--- src/rtl/ctrl_pkg.sv ---
// Shared types and constants for the multi-cycle decode controller:
// opcode encodings, FSM states, instruction classes and ALU operation codes.
package ctrl_pkg;

    localparam logic [3:0] OP_LOAD  = 4'b0000;
    localparam logic [3:0] OP_STORE = 4'b0001;
    localparam logic [3:0] OP_JUMP  = 4'b0010;
    localparam logic [3:0] OP_CMP   = 4'b0100;
    localparam logic [3:0] OP_RTYPE = 4'b1000;
    localparam logic [3:0] OP_IMM0  = 4'b1100;
    localparam logic [3:0] OP_IMM1  = 4'b1101;
    localparam logic [3:0] OP_IMM2  = 4'b1110;
    localparam logic [3:0] OP_IMM3  = 4'b1111;

    typedef enum logic [2:0] {
        FETCH,
        DECODE,
        EXEC,
        MEM,
        WB
    } state_t;

    typedef enum logic [2:0] {
        CL_LOAD,
        CL_STORE,
        CL_JUMP,
        CL_CMP,
        CL_RTYPE,
        CL_IMM,
        CL_ILLEGAL
    } class_t;

    // Compare operation 7'b1000111, truncated when the ALU op field is narrower.
    function automatic logic [31:0] aluop_cmp(input int aluopw);
        if (aluopw >= 32) return 32'h0000_0047;
        return 32'h0000_0047 & ((32'd1 << aluopw) - 32'd1);
    endfunction

    // Immediate variants 1100..1111 select ALU ops 1<<1 .. 1<<4.
    function automatic logic [31:0] aluop_imm(input logic [1:0] sel);
        return 32'd1 << (32'(sel) + 32'd1);
    endfunction

endpackage

--- src/rtl/ctrl_decode.sv ---
// Combinational opcode decoder: instruction class, ALU operation,
// immediate-operand select and illegal-opcode flag.
module ctrl_decode
    import ctrl_pkg::*;
#(
    parameter int OPW    = 4,
    parameter int ALUOPW = 7
) (
    input  logic [OPW-1:0]    opcode,
    input  logic [ALUOPW-1:0] rfunc,
    output class_t            op_class,
    output logic [ALUOPW-1:0] aluop,
    output logic              immd_sel,
    output logic              illegal
);

    logic upper_set;

    // Any set bit above the decoded nibble makes the opcode illegal.
    assign upper_set = (opcode >> 4) != '0;

    always_comb begin
        op_class = CL_ILLEGAL;
        aluop    = '0;
        immd_sel = 1'b0;
        if (!upper_set) begin
            case (opcode[3:0])
                OP_LOAD:  op_class = CL_LOAD;
                OP_STORE: op_class = CL_STORE;
                OP_JUMP:  op_class = CL_JUMP;
                OP_CMP: begin
                    op_class = CL_CMP;
                    aluop    = ALUOPW'(aluop_cmp(ALUOPW));
                end
                OP_RTYPE: begin
                    op_class = CL_RTYPE;
                    aluop    = rfunc;
                end
                OP_IMM0, OP_IMM1, OP_IMM2, OP_IMM3: begin
                    op_class = CL_IMM;
                    aluop    = ALUOPW'(aluop_imm(opcode[1:0]));
                    immd_sel = 1'b1;
                end
                default: op_class = CL_ILLEGAL;
            endcase
        end
    end

    assign illegal = (op_class == CL_ILLEGAL);

endmodule

--- src/rtl/multicycle_controller.sv ---
// Multi-cycle instruction sequencer: FETCH/DECODE/EXEC/MEM/WB with
// fetch and data-memory handshake stalls and illegal-opcode detection.
module multicycle_controller
    import ctrl_pkg::*;
#(
    parameter int OPW    = 4,
    parameter int FUNCW  = 8,
    parameter int ALUOPW = 7
) (
    input  logic              clk,
    input  logic              rst,
    input  logic [OPW-1:0]    opcode,
    input  logic [FUNCW-1:0]  func,
    input  logic              instr_valid,
    input  logic              mem_ready,
    output logic              ir_load,
    output logic              pc_inc,
    output logic              jump,
    output logic              setWindow,
    output logic              mem_read,
    output logic              mem_write,
    output logic              immdSel,
    output logic              memOrALU,
    output logic              toWrite,
    output logic [ALUOPW-1:0] ALUop,
    output logic              busy,
    output logic              illegal
);

    state_t            state_q, state_d;
    logic [OPW-1:0]    op_q;
    logic [ALUOPW:0]   func_q;
    logic [OPW-1:0]    dec_op;
    class_t            dec_class;
    logic [ALUOPW-1:0] dec_aluop;
    logic              dec_immd;
    logic              dec_illegal;

    // The fields are not latched until the end of DECODE, so the
    // illegal check in that cycle looks at the live opcode.
    assign dec_op = (state_q == DECODE) ? opcode : op_q;

    ctrl_decode #(
        .OPW    (OPW),
        .ALUOPW (ALUOPW)
    ) u_decode (
        .opcode   (dec_op),
        .rfunc    (func_q[ALUOPW-1:0]),
        .op_class (dec_class),
        .aluop    (dec_aluop),
        .immd_sel (dec_immd),
        .illegal  (dec_illegal)
    );

    always_ff @(posedge clk or negedge rst) begin
        if (!rst) begin
            state_q <= FETCH;
            op_q    <= '0;
            func_q  <= '0;
        end else begin
            state_q <= state_d;
            if (state_q == DECODE) begin
                op_q   <= opcode;
                func_q <= func[ALUOPW:0];
            end
        end
    end

    always_comb begin
        state_d   = state_q;
        ir_load   = 1'b0;
        pc_inc    = 1'b0;
        jump      = 1'b0;
        setWindow = 1'b0;
        mem_read  = 1'b0;
        mem_write = 1'b0;
        immdSel   = 1'b0;
        memOrALU  = 1'b1;
        toWrite   = 1'b0;
        ALUop     = '0;
        illegal   = 1'b0;
        busy      = (state_q != FETCH);
        case (state_q)
            FETCH: begin
                if (instr_valid) begin
                    ir_load = 1'b1;
                    pc_inc  = 1'b1;
                    state_d = DECODE;
                end
            end
            DECODE: begin
                if (dec_illegal) begin
                    illegal = 1'b1;
                    state_d = FETCH;
                end else begin
                    state_d = EXEC;
                end
            end
            EXEC: begin
                ALUop   = dec_aluop;
                immdSel = dec_immd;
                case (dec_class)
                    CL_JUMP: begin
                        jump    = 1'b1;
                        state_d = FETCH;
                    end
                    CL_LOAD, CL_STORE: state_d = MEM;
                    CL_IMM:            state_d = WB;
                    CL_RTYPE: begin
                        setWindow = func_q[ALUOPW];
                        state_d   = (func_q[ALUOPW -: 2] == 2'b00) ? WB : FETCH;
                    end
                    default: state_d = FETCH;
                endcase
            end
            MEM: begin
                mem_read  = (dec_class == CL_LOAD);
                mem_write = (dec_class == CL_STORE);
                if (mem_ready) state_d = (dec_class == CL_LOAD) ? WB : FETCH;
            end
            WB: begin
                toWrite  = 1'b1;
                memOrALU = (dec_class != CL_LOAD);
                ALUop    = dec_aluop;
                immdSel  = dec_immd;
                state_d  = FETCH;
            end
            default: state_d = FETCH;
        endcase
    end

endmodule
--- config.mk ---
export PLATFORM = sky130hd
export DESIGN_NAME = multicycle_controller
export DESIGN_NICKNAME = d
export VERILOG_FILES = /design/src/rtl/ctrl_pkg.sv /design/src/rtl/ctrl_decode.sv /design/src/rtl/multicycle_controller.sv
export SDC_FILE = /design/constraint.sdc
export NUM_CORES = 1
export LEC_CHECK = 0
export ABC_CLOCK_PERIOD_IN_PS = 2600
export CORE_AREA = 2 2 51 53
export DETAILED_ROUTE_END_ITERATION = 10
export DIE_AREA = 0 0 53 55
export PLACE_DENSITY = 0.85
export SYNTH_ARGS = -nofsm -noshare
export SYNTH_HDL_FRONTEND = slang
export SYNTH_SLANG_ARGS = --single-unit
export TNS_END_PERCENT = 1
--- constraint.sdc ---
create_clock -name clk -period 2.6 [get_ports clk]
set_clock_uncertainty 0.2 [all_clocks]
set_input_delay 0.26 -clock clk [delete_from_list [all_inputs] [get_ports clk]]
set_output_delay 0.26 -clock clk [all_outputs]
set_load 0.03 [all_outputs]
Yosys cells after proc, flatten, opt, wreduce, memory -nomap -nowiden
Index checks and enable logic that the tools add are counted.
{"block": "totals", "register_bits": 15, "input_bits": 16, "word_cells": 59, "output_inout_bits": 18}
{"block": "classes", "add_sub_neg": 1, "n_eq_ne": 19, "mux": 25, "shift": 1, "n_reduce_logical": 10}
{"cell": "left shift 1 x 32 -> 7 bit (first input constant)", "count": 1}
{"cell": "one-hot mux 7 bit (3 select lines)", "count": 1}
{"cell": "== test 4 bit (second input constant)", "count": 5}
{"cell": "one-hot mux 3 bit (6 select lines)", "count": 1}
{"cell": "2-to-1 mux 1 bit", "count": 14}
{"cell": "== test 3 bit (second input constant)", "count": 4}
{"cell": "2-to-1 mux 3 bit", "count": 4}
{"cell": "one-hot mux 3 bit (4 select lines)", "count": 1}
{"cell": "== test 3 x 2 -> 1 bit (second input constant)", "count": 3}
{"cell": "one-hot mux 3 bit (3 select lines)", "count": 1}
{"cell": "2-to-1 mux 7 bit", "count": 1}
{"cell": "== test 3 x 1 -> 1 bit (second input constant)", "count": 2}
{"cell": "zero test 3 bit", "count": 2}
{"cell": "nonzero test 3 bit", "count": 2}
{"cell": "== test 4 x 1 -> 1 bit (second input constant)", "count": 1}
{"cell": "== test 4 x 2 -> 1 bit (second input constant)", "count": 1}
{"cell": "== test 4 x 3 -> 1 bit (second input constant)", "count": 1}
{"cell": "zero test 4 bit", "count": 1}
{"cell": "2-to-1 mux 4 bit", "count": 1}
{"cell": "!= test 2 bit (second input constant)", "count": 2}
{"cell": "OR reduction 2 bit", "count": 2}
{"cell": "OR reduction 4 bit", "count": 1}
{"cell": "adder 2 x 1 -> 3 bit (second input constant)", "count": 1}
{"cell": "zero test 2 bit", "count": 1}
{"cell": "2 further kinds", "count": 2}

Logic depth before layout (Yosys ltp)
{"block": "logic_depth", "depth_word": 9, "mapped_depth": 7, "mapped_depth_nobuf": 5}

Hierarchy
From an unflattened synthesis, not the netlist that was laid out.
{"block": "unflattened", "hier_cells": 104, "hier_area_um2": 1014.7}
{"module": "multicycle_controller", "area_per_inst_um2": 788.3, "cells_each": 69, "instances": 1}
{"module": "ctrl_decode", "area_per_inst_um2": 226.5, "cells_each": 35, "instances": 1}

Worst setup path after synthesis
No wires, ideal clock.
{"block": "synth_path", "path_kind": "register to output", "from": "register state_q[2]", "to": "output port jump", "required_time_ns": 2.140, "setup_slack_ns": -0.120, "stages_incl_launch_ff": 7, "n_path_buf": 2, "t_arrival_ns": 2.260, "cell_sequence": "dfrtp_1 buf_6 or3b_1 buf_4 nand2_1 o21ai_1 nor4b_1"}
{"block": "synth_via", "elab_chain_len": 8, "elab_cells_between_ends": 17, "cone_classes": "eq/ne (11); mux (4); reduce/logical (2)"}
{"item": "start, declared", "line": "multicycle_controller.sv:30", "source": "state_t state_q, state_d;"}
{"item": "start signal, assigned", "line": "multicycle_controller.sv:61", "source": "state_q <= state_d;"}
{"item": "== test 3 x 1 -> 1 bit (*)", "line": "multicycle_controller.sv:41", "source": "assign dec_op = (state_q == DECODE) ? opcode : op_q;"}
{"item": "2-to-1 mux 4 bit (*)"}
{"item": "named net dec_op[0]", "line": "multicycle_controller.sv:33", "source": "logic [OPW-1:0] dec_op;"}
{"item": "== test 4 bit", "line": "ctrl_decode.sv:27", "source": "case (opcode[3:0])"}
{"item": "OR reduction 4 bit", "line": "ctrl_decode.sv:27"}
{"item": "one-hot mux 3 bit (6 select lines) (*)", "line": "ctrl_decode.sv:27"}
{"item": "== test 3 x 2 -> 1 bit (*)", "line": "multicycle_controller.sv:102", "source": "case (dec_class)"}
{"item": "2-to-1 mux 1 bit (*)", "line": "multicycle_controller.sv:102"}
{"item": "2-to-1 mux 1 bit (*)", "line": "multicycle_controller.sv:83", "source": "case (state_q)"}
{"item": "end, declared", "line": "multicycle_controller.sv:18", "source": "output logic jump,"}
The timed path passes the listed nets; every way through them passes the cells marked *.

Worst setup path after layout
{"block": "layout_path", "from": "register state_q[1]", "to": "output port setWindow"}
{"block": "layout_via", "elab_chain_len": 8, "elab_cells_between_ends": 17, "cone_classes": "eq/ne (11); mux (4); reduce/logical (2)"}
{"item": "== test 3 x 1 -> 1 bit", "line": "multicycle_controller.sv:41"}
{"item": "2-to-1 mux 4 bit"}
{"item": "== test 4 bit", "line": "ctrl_decode.sv:27"}
{"item": "OR reduction 4 bit", "line": "ctrl_decode.sv:27"}
{"item": "one-hot mux 3 bit (6 select lines)", "line": "ctrl_decode.sv:27"}
{"item": "== test 3 bit", "line": "multicycle_controller.sv:102"}
{"item": "2-to-1 mux 1 bit", "line": "multicycle_controller.sv:102"}
{"item": "2-to-1 mux 1 bit (*)", "line": "multicycle_controller.sv:83"}
{"item": "end, declared", "line": "multicycle_controller.sv:19", "source": "output logic setWindow,"}
Every way passes the cells marked *; elsewhere a longest branch is shown, timed or not.

==> reports/metrics.cfg <==
[synthesis]
yosysUniqueCellTypes = 39
syn-cell-area_mm2 = 0.00102
synth_cells = 129
ys_async_sr_fraction = 1.00
ys_seq_elements = 15
synth-edff-count = 0
syn_nets = 145
ys_seq_area_frac = 0.369
yosysWarnings = 0
synth_flop_cell = dfrtp_1
avgSynthCellArea_um2 = 7.89

[clock_network]
cts.htree.levels = 1
path_clk_slew_ns = 0.10
cts_buffers = 3
clock_latency_ns = 0.31
cts.sinks = 15
cts-root-buf = clkbuf_4
holdBufCountCts = 0
clockBufferDepth = 2
cts_tree = built

[job]
max_cap_viol_count = 0

[power]
power_density_mw_per_mm2 = 1130
leakage_uw = 0.000763
p_total_uw = 1760
ir_worst_vdd_mv = 0.662

[critical_path]
crit_arrival_ns = 2.25
r2r_start = state_q[1]
worst-path-max-fanout = 9
worst_r2r_endpoint = state_q[2]
endpoint_kind = output port
startpoint_type = register
worstPathRequired_ns = 2.14
reg2reg_slack_ns = 0.63
path_class = register to output port
reg2reg_depth = 6

[sta]
setup_viol = 6
rsz0062_at_grt = true
hold_violations = 0
fmax_ghz = 0.369
tns_ns = -0.250
fin_crit_sh = 1.04
final_max_slew_viol_count = 0
worst_slew_pin_slew_ns = 0.720
maxSlewHeadroom = 0.519
fin_crit_ns = 2.71
worst_slack_ns = -0.107

[layout]
syn2layout_area_growth_pct = 54.0
nets = 194
diodes = 0
post-route-util = 0.662
drive_above_1_share = 0.294

[run_status]
violations = negative setup slack
status = complete, but fails checks

[die]
boundaryPins = 34
dieArea_mm2 = 0.00292
rows = 18
core-area_mm2 = 0.00236
start_util = 0.430
die_y_um = 55
die-width_um = 53

[global_route]
grt_overflow = 0
antenna_found_initial = 0
grt_pass1_vias = 1123
grt_usage = 0.244
grt_pass1_wl_mm = 5.09
grt_max_degree = 16

[placement]
gp_congestion = 1.01
port-buffer-count = 33
dpl.hpwl_mm = 2.24

[detailed_routing]
wirelength_mm = 3.15
drc_errors = 0
ant_nets = 0
num_vias = 1138
detail_route.iter0.violations = 27
routedWlPerCell_um = 15.2
vias_per_cell = 5.50
dr.pass1.iters = 4

[min_path]
holdCritPathClass = primary input to asynchronous set/reset pin

-- layout make-up --
class                      count  area, µm²
clock buffer                   3       22.5
clock inverter                 1       5.00
fill                         205        798
inverter                       5       18.8
multi-input combinational     98        611
sequential                    15        375
tap                           30       37.5
timing repair buffer          55        497
-- per-stage QoR --
| stage | setup slack (ns) | hold WS, ns | instances | instance area, µm² |
|---|---|---|---|---|
| 3_5_place_dp | 0.0110 | 0.259 | 197 | 1430 |
| 2_1_floorplan | 0.121 | -0.236 | 129 | 1020 |
| 3_3_place_gp | 0.0462 | 0.255 | 197 | 1430 |
| 6_report | -0.107 | 0.175 | 207 | 1570 |
| 5_1_grt | -0.121 | 0.223 | 207 | 1570 |
| 4_1_cts | -0.0878 | 0.197 | 204 | 1510 |
-- report_power, final --
part           internal, µW  total [µW]  switching [µW]
registers               346         423            76.8
logic                   524        1190             670
clock network          57.6         146            88.8
-- cell families (layout without fill, tap and decap cells) --
| logic type | after synthesis | in the layout | share of synthesized area |
|---|---|---|---|
| AO/OA/AOI/OAI | 18 | 18 | 0.118 |
| XOR/XNOR | 1 | 1 | 0.00861 |
| buffers and inverters | 16 | 64 | 0.0799 |
| flip-flops | 15 | 15 | 0.369 |
| multiplexers | 4 | 4 | 0.0517 |
| AND/OR/NAND/NOR | 75 | 75 | 0.373 |
-- worst max path at each step --
| stage | from | end | slack [ns] |
|---|---|---|---|
| global placement | state_q[2] | ALUop[2] | 0.05 |
| CTS | state_q[1] | setWindow | -0.09 |
| global route | state_q[2] | setWindow | -0.12 |
| detailed placement | state_q[1] | ALUop[0] | 0.01 |
| finish | state_q[1] | setWindow | -0.11 |
| floorplan | state_q[2] | ALUop[3] | 0.12 |
-- synth_stat cells (all sizes together) (3+ instances only) --
| cell type | number | area share |
|---|---|---|
| nor3 | 4 | 0.020 |
| a21oi | 5 | 0.025 |
| nor2 | 13 | 0.048 |
| and3 | 4 | 0.025 |
| dfrtp | 15 | 0.37 |
| buf | 6 | 0.043 |
| clkbuf | 5 | 0.018 |
| nand3b | 3 | 0.022 |
| nand3 | 9 | 0.044 |
| a31o | 3 | 0.026 |
| inv | 5 | 0.018 |
| nand2 | 28 | 0.10 |
| o21ai | 4 | 0.020 |
| mux2i | 4 | 0.052 |
-- cells in the final DEF, fill, tap and decap left out, types with 2 or more instances in the layout --
cell type and instances:
a31o_2 3, nor3_1 4, clkdlybuf4s15_2 3, buf_6 2, nand3b_1 3, nor4_2 2
clkdlybuf4s50_1 16, nor2_1 13, a21oi_1 4, clkbuf_4 3, inv_1 4, and3_1 2
buf_4 25, dlymetal6s2s_1 3, dlygate4sd2_1 4, mux2i_1 2, and3_4 2, nand2_1 28
nand2b_1 2, dfrtp_1 15, nand3_1 9, o21ai_0 3
-- sequential cells by signal (all words and copies together) (netlist names) --
name     count
op_q         4
func_q       8
state_q      3
-- repair_timing --
action / 4_1_cts / 5_1_grt
resized for setup: 23 / 11
buffers inserted: 3 / 3
setup endpoints to repair: 10 / 9
pin swaps: 3 / 3
-- critical path: stages (launching register included) --
cell     delay, ns
dfrtp_1       0.42
or3b_4        0.41
buf_8         0.15
or4_4         0.45
a21oi_4       0.16
and4_1        0.23
buf_6         0.13
-- routing by layer --
layer  GRT usage  part of all wire  vias up
met1       0.279              0.41      529
met4       0.132             0.030        0
li1            -                 -      545
met2       0.438              0.50       54
met5           0                 0        -
met3      0.0403             0.055       10
No activity file was read; power rests on OpenSTA's default activity.
